### config.mk
export PLATFORM = sky130hd
export DESIGN_NAME = store_unit_mq_flat
export DESIGN_NICKNAME = d
export VERILOG_FILES = /design/src/rtl/store_unit_mq_if.sv /design/src/rtl/store_unit_mq.sv /design/src/flat_wrapper.sv
export SDC_FILE = /design/constraint.sdc
export NUM_CORES = 1
export LEC_CHECK = 0
export ABC_AREA = 1
export CAP_MARGIN = 20
export CORE_AREA = 8 8 253 255
export DETAILED_ROUTE_END_ITERATION = 6
export DIE_AREA = 0 0 261 263
export GPL_ROUTABILITY_DRIVEN = 0
export PLACE_DENSITY = 0.69
export SETUP_SLACK_MARGIN = 0.05
export SLEW_MARGIN = 20
export SYNTH_ARGS = -nofsm -noshare
export SYNTH_HDL_FRONTEND = slang
export SYNTH_SLANG_ARGS = --single-unit
export TNS_END_PERCENT = 5
### constraint.sdc
create_clock -name clk_i -period 5.75 [get_ports clk_i]
set_input_delay 1.15 -clock clk_i [delete_from_list [all_inputs] [get_ports clk_i]]
set_output_delay 1.15 -clock clk_i [all_outputs]
set_load 0.05 [all_outputs]
### src/rtl/store_unit_mq_if.sv
// Store request channel: valid/ready handshake carrying one store
// (virtual address, unshifted data, unshifted byte mask, size, transaction id).
// master drives the request fields and valid; slave returns ready.
interface store_unit_mq_if #(
    parameter int unsigned XLEN          = 64,
    parameter int unsigned VLEN          = 39,
    parameter int unsigned TRANS_ID_BITS = 3
);
    logic                     valid;
    logic                     ready;
    logic [VLEN-1:0]          vaddr;
    logic [XLEN-1:0]          data;
    logic [XLEN/8-1:0]        be;
    logic [1:0]               size;
    logic [TRANS_ID_BITS-1:0] trans_id;

    modport master (
        output valid, vaddr, data, be, size, trans_id,
        input  ready
    );

    modport slave (
        input  valid, vaddr, data, be, size, trans_id,
        output ready
    );
endinterface

### src/rtl/store_unit_mq.sv
// Store unit: queues stores, translates the head address through the MMU and
// hands the aligned store to the store buffer, then writes back the id.
// Latency: store out in the same cycle as a dTLB hit with buffer ready;
// writeback one cycle after the pop.
// Backpressure: ready drops when the queue is full; a stalled store buffer
// parks the translated head in WAIT_BUF with st_* held stable.
// Ports: clk_i/rst_ni/flush_i, req_if (store request channel), MMU
// (translation_req_o, vaddr_o, dtlb_hit_i, paddr_i, ex_valid_i), store buffer
// (st_*), writeback (wb_*), occupancy (count_o, empty_o).
module store_unit_mq #(
    parameter int unsigned XLEN          = 64,
    parameter int unsigned VLEN          = 39,
    parameter int unsigned PLEN          = 56,
    parameter int unsigned DEPTH         = 4,
    parameter int unsigned TRANS_ID_BITS = 3
) (
    input  logic                       clk_i,
    input  logic                       rst_ni,
    input  logic                       flush_i,
    store_unit_mq_if.slave             req_if,
    output logic                       translation_req_o,
    output logic [VLEN-1:0]            vaddr_o,
    input  logic                       dtlb_hit_i,
    input  logic [PLEN-1:0]            paddr_i,
    input  logic                       ex_valid_i,
    output logic                       st_valid_o,
    input  logic                       st_ready_i,
    output logic [PLEN-1:0]            st_paddr_o,
    output logic [XLEN-1:0]            st_data_o,
    output logic [XLEN/8-1:0]          st_be_o,
    output logic [1:0]                 st_size_o,
    output logic                       wb_valid_o,
    output logic [TRANS_ID_BITS-1:0]   wb_trans_id_o,
    output logic                       wb_ex_o,
    output logic [$clog2(DEPTH):0]     count_o,
    output logic                       empty_o
);
    localparam int unsigned BW = XLEN / 8;
    localparam int unsigned OB = $clog2(BW);
    localparam int unsigned PW = (DEPTH > 1) ? $clog2(DEPTH) : 1;
    localparam int unsigned CW = $clog2(DEPTH) + 1;

    typedef struct packed {
        logic [VLEN-1:0]          vaddr;
        logic [XLEN-1:0]          data;
        logic [BW-1:0]            be;
        logic [1:0]               size;
        logic [TRANS_ID_BITS-1:0] trans_id;
    } entry_t;

    typedef enum logic [1:0] {IDLE, XLATE, WAIT_BUF} state_e;

    entry_t                   mem_q [DEPTH];
    entry_t                   head;
    logic [PW-1:0]            wr_ptr_q, rd_ptr_q;
    logic [CW-1:0]            count_q, count_d;
    state_e                   state_q, state_d;
    logic [PLEN-1:0]          paddr_q, paddr_d;
    logic                     wb_valid_q, wb_ex_q;
    logic [TRANS_ID_BITS-1:0] wb_trans_id_q;
    logic                     push, pop, pop_ex;
    logic [OB-1:0]            byte_off;

    // Explicit wrap keeps non-power-of-two pointer widths (DEPTH=1) correct.
    function automatic logic [PW-1:0] ptr_inc(input logic [PW-1:0] p);
        return (p == PW'(DEPTH - 1)) ? '0 : p + 1'b1;
    endfunction

    assign head         = mem_q[rd_ptr_q];
    assign req_if.ready = (count_q < CW'(DEPTH));
    assign push         = req_if.valid & req_if.ready & ~flush_i;

    assign vaddr_o   = head.vaddr;
    assign byte_off  = head.vaddr[OB-1:0];
    assign st_data_o = head.data << {byte_off, 3'b000};
    assign st_be_o   = head.be << byte_off;
    assign st_size_o = head.size;

    assign wb_valid_o    = wb_valid_q;
    assign wb_trans_id_o = wb_trans_id_q;
    assign wb_ex_o       = wb_ex_q;
    assign count_o       = count_q;
    assign empty_o       = (count_q == '0);

    always_comb begin
        state_d           = state_q;
        paddr_d           = paddr_q;
        translation_req_o = 1'b0;
        st_valid_o        = 1'b0;
        st_paddr_o        = paddr_q;
        pop               = 1'b0;
        pop_ex            = 1'b0;

        case (state_q)
            XLATE: begin
                translation_req_o = 1'b1;
                st_paddr_o        = paddr_i;
                if (dtlb_hit_i) begin
                    if (ex_valid_i) begin
                        pop    = 1'b1;
                        pop_ex = 1'b1;
                    end else if (st_ready_i) begin
                        st_valid_o = 1'b1;
                        pop        = 1'b1;
                    end else begin
                        paddr_d = paddr_i;
                        state_d = WAIT_BUF;
                    end
                end
            end
            WAIT_BUF: begin
                st_valid_o = 1'b1;
                pop        = st_ready_i;
            end
            default: ;
        endcase

        // Flush overrides everything in the same cycle; a pop it kills
        // therefore never produces a writeback.
        if (flush_i) begin
            translation_req_o = 1'b0;
            st_valid_o        = 1'b0;
            pop               = 1'b0;
            pop_ex            = 1'b0;
        end

        count_d = count_q + CW'(push) - CW'(pop);
        if (flush_i) begin
            count_d = '0;
        end

        // Re-evaluating from count_d lets a hit chain straight into the next
        // entry without an IDLE bubble.
        if (pop || state_q == IDLE) begin
            state_d = (count_d != '0) ? XLATE : IDLE;
        end
        if (flush_i) begin
            state_d = IDLE;
        end
    end

    always_ff @(posedge clk_i or negedge rst_ni) begin
        if (!rst_ni) begin
            state_q       <= IDLE;
            wr_ptr_q      <= '0;
            rd_ptr_q      <= '0;
            count_q       <= '0;
            paddr_q       <= '0;
            wb_valid_q    <= 1'b0;
            wb_ex_q       <= 1'b0;
            wb_trans_id_q <= '0;
        end else begin
            state_q    <= state_d;
            count_q    <= count_d;
            paddr_q    <= paddr_d;
            wb_valid_q <= pop;
            wb_ex_q    <= pop_ex;
            if (pop) begin
                wb_trans_id_q <= head.trans_id;
            end
            if (flush_i) begin
                wr_ptr_q <= '0;
                rd_ptr_q <= '0;
            end else begin
                if (push) wr_ptr_q <= ptr_inc(wr_ptr_q);
                if (pop)  rd_ptr_q <= ptr_inc(rd_ptr_q);
            end
        end
    end

    // Payload storage needs no reset: occupancy and pointers define validity.
    always_ff @(posedge clk_i) begin
        if (push) begin
            mem_q[wr_ptr_q] <= '{vaddr:    req_if.vaddr,
                                 data:     req_if.data,
                                 be:       req_if.be,
                                 size:     req_if.size,
                                 trans_id: req_if.trans_id};
        end
    end
endmodule

### src/flat_wrapper.sv
// flat-port wrapper written by rule: the top's interface ports become plain ports
module store_unit_mq_flat 
#(
    parameter int unsigned XLEN          = 64,
    parameter int unsigned VLEN          = 39,
    parameter int unsigned PLEN          = 56,
    parameter int unsigned DEPTH         = 4,
    parameter int unsigned TRANS_ID_BITS = 3
)
  (clk_i, rst_ni, flush_i, translation_req_o, vaddr_o, dtlb_hit_i, paddr_i, ex_valid_i, st_valid_o, st_ready_i, st_paddr_o, st_data_o, st_be_o, st_size_o, wb_valid_o, wb_trans_id_o, wb_ex_o, count_o, empty_o, req_if_valid, req_if_vaddr, req_if_data, req_if_be, req_if_size, req_if_trans_id, req_if_ready);
  store_unit_mq_if #(.XLEN(XLEN), .VLEN(VLEN), .TRANS_ID_BITS(TRANS_ID_BITS)) req_if_i ();
  input  logic clk_i;
  input  logic rst_ni;
  input  logic flush_i;
  output logic translation_req_o;
  output logic [VLEN-1:0] vaddr_o;
  input  logic dtlb_hit_i;
  input  logic [PLEN-1:0] paddr_i;
  input  logic ex_valid_i;
  output logic st_valid_o;
  input  logic st_ready_i;
  output logic [PLEN-1:0] st_paddr_o;
  output logic [XLEN-1:0] st_data_o;
  output logic [XLEN/8-1:0] st_be_o;
  output logic [1:0] st_size_o;
  output logic wb_valid_o;
  output logic [TRANS_ID_BITS-1:0] wb_trans_id_o;
  output logic wb_ex_o;
  output logic [$clog2(DEPTH):0] count_o;
  output logic empty_o;
  input wire logic [$bits(req_if_i.valid)-1:0] req_if_valid;
  input wire logic [$bits(req_if_i.vaddr)-1:0] req_if_vaddr;
  input wire logic [$bits(req_if_i.data)-1:0] req_if_data;
  input wire logic [$bits(req_if_i.be)-1:0] req_if_be;
  input wire logic [$bits(req_if_i.size)-1:0] req_if_size;
  input wire logic [$bits(req_if_i.trans_id)-1:0] req_if_trans_id;
  output wire logic [$bits(req_if_i.ready)-1:0] req_if_ready;
  assign req_if_i.valid = req_if_valid;
  assign req_if_i.vaddr = req_if_vaddr;
  assign req_if_i.data = req_if_data;
  assign req_if_i.be = req_if_be;
  assign req_if_i.size = req_if_size;
  assign req_if_i.trans_id = req_if_trans_id;
  assign req_if_ready = req_if_i.ready;
  store_unit_mq #(.XLEN(XLEN), .VLEN(VLEN), .PLEN(PLEN), .DEPTH(DEPTH), .TRANS_ID_BITS(TRANS_ID_BITS)) u_core (.clk_i(clk_i), .rst_ni(rst_ni), .flush_i(flush_i), .req_if(req_if_i), .translation_req_o(translation_req_o), .vaddr_o(vaddr_o), .dtlb_hit_i(dtlb_hit_i), .paddr_i(paddr_i), .ex_valid_i(ex_valid_i), .st_valid_o(st_valid_o), .st_ready_i(st_ready_i), .st_paddr_o(st_paddr_o), .st_data_o(st_data_o), .st_be_o(st_be_o), .st_size_o(st_size_o), .wb_valid_o(wb_valid_o), .wb_trans_id_o(wb_trans_id_o), .wb_ex_o(wb_ex_o), .count_o(count_o), .empty_o(empty_o));
endmodule
==> run_results.csv <==
group,metric,value,unit
synth,synth_seq_area_share,0.6628,
drt,drc,0,
final_layout,fill_cells,5259,
setup_path,critPathTopFamily,"buffers and inverters",
synth,syn_nets,2549,
timing,min_period_over_period,0.9481,
clocking,cts_buffers,55,
final_layout,final_cell_area,29480,sq um
final_layout,nets,2811,
timing,period_needed,5.452,ns
timing,fmax,0.1834,GHz
power_and_ir_drop,p_int,0.007883,W
setup_path,cp-start-kind,"flip-flop",
final_layout,areaGrowthSynthToFinish,24.59,%
floorplanning,die_w,261,um
power_and_ir_drop,p_sw,0.004354,W
global_route,antenna_found_initial,23,
job,maxCapViolCount,0,
clocking,cts-root-buf,"clkbuf_16",
floorplanning,die-height,263,um
final_layout,drive_gt1_frac,0.05062,
power_and_ir_drop,comb_power_share,0.316,
power_and_ir_drop,total_power,0.01224,W
clocking,tritoncts,"done",
setup_path,end_kind,"primary output",
power_and_ir_drop,peakVddDrop,0.0002633,V
synth,yosys_warnings,0,
synth,synth-seq-cells,534,
worst_hold_path,hold_path.class,"flip-flop to flip-flop",
clocking,path_clk_slew,0.06,ns
timing,fin_setup_tns,0,ns
setup_path,cp_cell_sequence,"inv_4 -> nor2_1 -> o21ai_1 -> nand2_2 -> inv_2 -> nand3_1 -> nand2_1 -> clkdlybuf4s50_1",
clocking,ctsHoldBuffers,0,
synth,synthCells,2359,
clocking,cts_sinks,534,
floorplanning,core-area,59910,sq um
global_route,grt_pass1_wl,101000,um
timing,slew_headroom,0.3750,
drt,ant_nets,0,
place,io_buffers,359,
synth,syn_avg_cell_area,10.03,sq um
worst_hold_path,worstHoldPathCells,2,
timing,setup_viol,0,
place,placed_cell_area,27570,sq um
drt,wl_per_cell,19.31,um
power_and_ir_drop,p_leak,11.68,nW
outcome,status,"finished clean",
timing,hold_violations,0,
global_route,grt_usage,0.1884,
worst_hold_path,hold-path-endpoint,"u_core.wb_trans_id_o[2]$_DFFE_PN0P_",
clocking,postCtsSetupBuffers,0,
final_layout,utilization,0.4921,
setup_path,critPathBufInv,3,
setup_path,critPathRequiredTime,4.60,ns
global_route,grt-ovfl-total,0,
power_and_ir_drop,power_frac_seq,0.387,
clocking,clock_path_buffers,3,
floorplanning,rows,90,
timing,slew_viol_final,0,
floorplanning,start_util,0.3950,
clocking,htree_num_levels,2,
setup_path,max_stage_delay,0.82,ns
synth,synth.distinct_cells,26,
global_route,grt_pass1_vias,17030,
setup_path,rr_endpoint,"u_core.state_q[0]$_DFFE_PN0P_",
clocking,cts-resized-gates,0,
synth,synthesis.area,23660,sq um
synth,synthTopCellsByArea,"edfxtp_1 (59%), nand2_1 (13%), dfrtp_1 (7.4%), nand3_1 (4.9%), o21ai_0 (4.3%)",
synth,yosys.area.top_type,"edfxtp_1",
drt,first_pass_iters,6,
power_and_ir_drop,p_per_area,415.0,nW/um^2
drt,drt_iter0_markers,1464,
setup_path,worstPathMaxFanout,44,
timing,rsz0062_at_grt,"false",
synth,synth_top_area_share,0.5888,
drt,totalWireLength,66870,um
worst_hold_path,min-delay-start,"u_core.wb_trans_id_o[2]$_DFFE_PN0P_",
setup_path,cp_slowest_cell,"clkdlybuf4s50_1",
power_and_ir_drop,pwr-share-clk,0.297,
drt,via_count,17710,
timing,fin_skew,0.02183,ns
drt,viasPerCell,5.116,
floorplanning,io_pins,360,
global_route,grt_max_degree,193,
timing,worst_slew_pin_slew,0.9362,ns
place,dpl.hpwl,43100,um
setup_path,crit_arrival,4.30,ns
floorplanning,dieArea,68640,sq um
power_and_ir_drop,switching_share,0.3558,
setup_path,r2r_setup_slack,2.61,ns
clocking,insertion_delay,0.62,ns
setup_path,reg2reg_depth,16,
setup_path,critical_path_class,"flip-flop to primary output",
setup_path,r2r-start,"u_core.state_q[1]$_DFFE_PN0P_",
tightest hold or removal path, stage by stage (launching register included):
cell     delay (ns)
dfrtp_1        0.34
nand2_1        0.06
nand2_1        0.05
stage by stage:
stage | setup WS (ns) | hold slack (ns) | instances
global placement | 0.9656 | 0.4582 | 3346
global route | 0.1514 | 0.5041 | 3460
floorplan | -1.451 | 0.4534 | 2359
finish | 0.2985 | 0.4778 | 3462
CTS | 0.2852 | 0.4791 | 3449
detailed placement | 0.9733 | 0.4644 | 3346
routing by layer:
layer	routed length (um)	track usage
met1	26270	0.2264
met5	120	0
met2	33440	0.3227
met4	2581	0.07768
met3	4459	0.04372
cell usage after synthesis:
master	instances
nand2_1	848
edfxtp_1	464
nand3_1	230
o21ai_0	203
inv_1	141
nor2_1	128
buf_2	71
dfrtp_1	70
buf_4	53
clkbuf_1	49
o22ai_1	41
nor3_1	19
ha_1	10
nand4_1	9
buf_1	7
buf_6	2
inv_2	2
nand2_2	2
o211ai_1	2
o21ai_1	2
a21o_1	1
and3_1	1
fa_1	1
o21a_1	1
o31ai_1	1
or2_2	1
registers in the layout, summed over array words and instances (netlist names):
name                  count
u_core.count_o            3
u_core.state_q            2
u_core.mem_q            464
u_core.paddr_q           56
u_core.wb_ex_o            1
u_core.rd_ptr_q           2
u_core.wb_trans_id_o      3
u_core.wr_ptr_q           2
u_core.wb_valid_o         1
final cells by class:
class / instances / area, sq um / area share
Clock buffer: 73 / 1504 / 0.05101
Timing Repair Buffer: 387 / 3856 / 0.1308
Antenna cell: 13 / 32.53 / 0.001103
Sequential cell: 534 / 15690 / 0.5323
Tap cell: 782 / 978.4 / 0.03319
Inverter: 143 / 546.8 / 0.01855
Clock inverter: 30 / 374.1 / 0.01269
Multi-Input combinational cell: 1500 / 6499 / 0.2204
cell usage in the layout (no fill, tap or decap), types with 3 or more instances in the layout:
master and count:
diode_2 13, nor2_1 124, clkinv_1 4, edfxtp_1 464, o22ai_1 41, o21ai_0 203, clkbuf_1 12, nand4_1 9
clkinv_4 3, clkbuf_16 55, nand2_2 4, ha_1 10, inv_1 138, buf_4 25, clkbuf_8 6, dfrtp_1 68
nand3_1 230, nor3_1 19, nand2_1 845, bufinv_16 6, clkinvlp_4 6, buf_12 5, clkinv_2 6, clkdlybuf4s50_1 356
clkinv_8 3, nor2_4 4
power groups by stage:
stage / logic (W) / clock network (W) / registers (W)
CTS: 0.00388 / 0.00372 / 0.00474
global route: 0.00410 / 0.00388 / 0.00477
floorplan: 0.00253 / 0 / 0.00484
finish: 0.00386 / 0.00363 / 0.00474
global placement: 0.00383 / 0 / 0.00480
detailed placement: 0.00387 / 0 / 0.00482
cell families (layout without fill, tap and decap cells):
family	count (synthesis)	in the layout	share of synthesized area
flops	534	534	0.6628
fa+ha+maj	11	11	0.006133
compound gates	251	251	0.05578
simple gates	1238	1238	0.2109
other cells	0	13	0
buf+inv	325	633	0.06435
how the worst max path moves through the flow:
stage / from / to / slack (ns) / cells after the start
3_5_place_dp: u_core.rd_ptr_q[0]$_DFFE_PN0P_ / st_data_o[7] / 0.97 / 7
6_report: u_core.rd_ptr_q[1]$_DFFE_PN0P_ / st_data_o[46] / 0.30 / 8
3_3_place_gp: u_core.rd_ptr_q[0]$_DFFE_PN0P_ / st_data_o[7] / 0.97 / 7
5_1_grt: u_core.rd_ptr_q[1]$_DFFE_PN0P_ / st_data_o[46] / 0.15 / 8
4_1_cts: u_core.rd_ptr_q[0]$_DFFE_PN0P_ / st_data_o[7] / 0.29 / 7
2_1_floorplan: flush_i / u_core.mem_q[0][0]$_DFFE_PP_ / -1.45 / 4
Power figures use the tool's default switching activity.
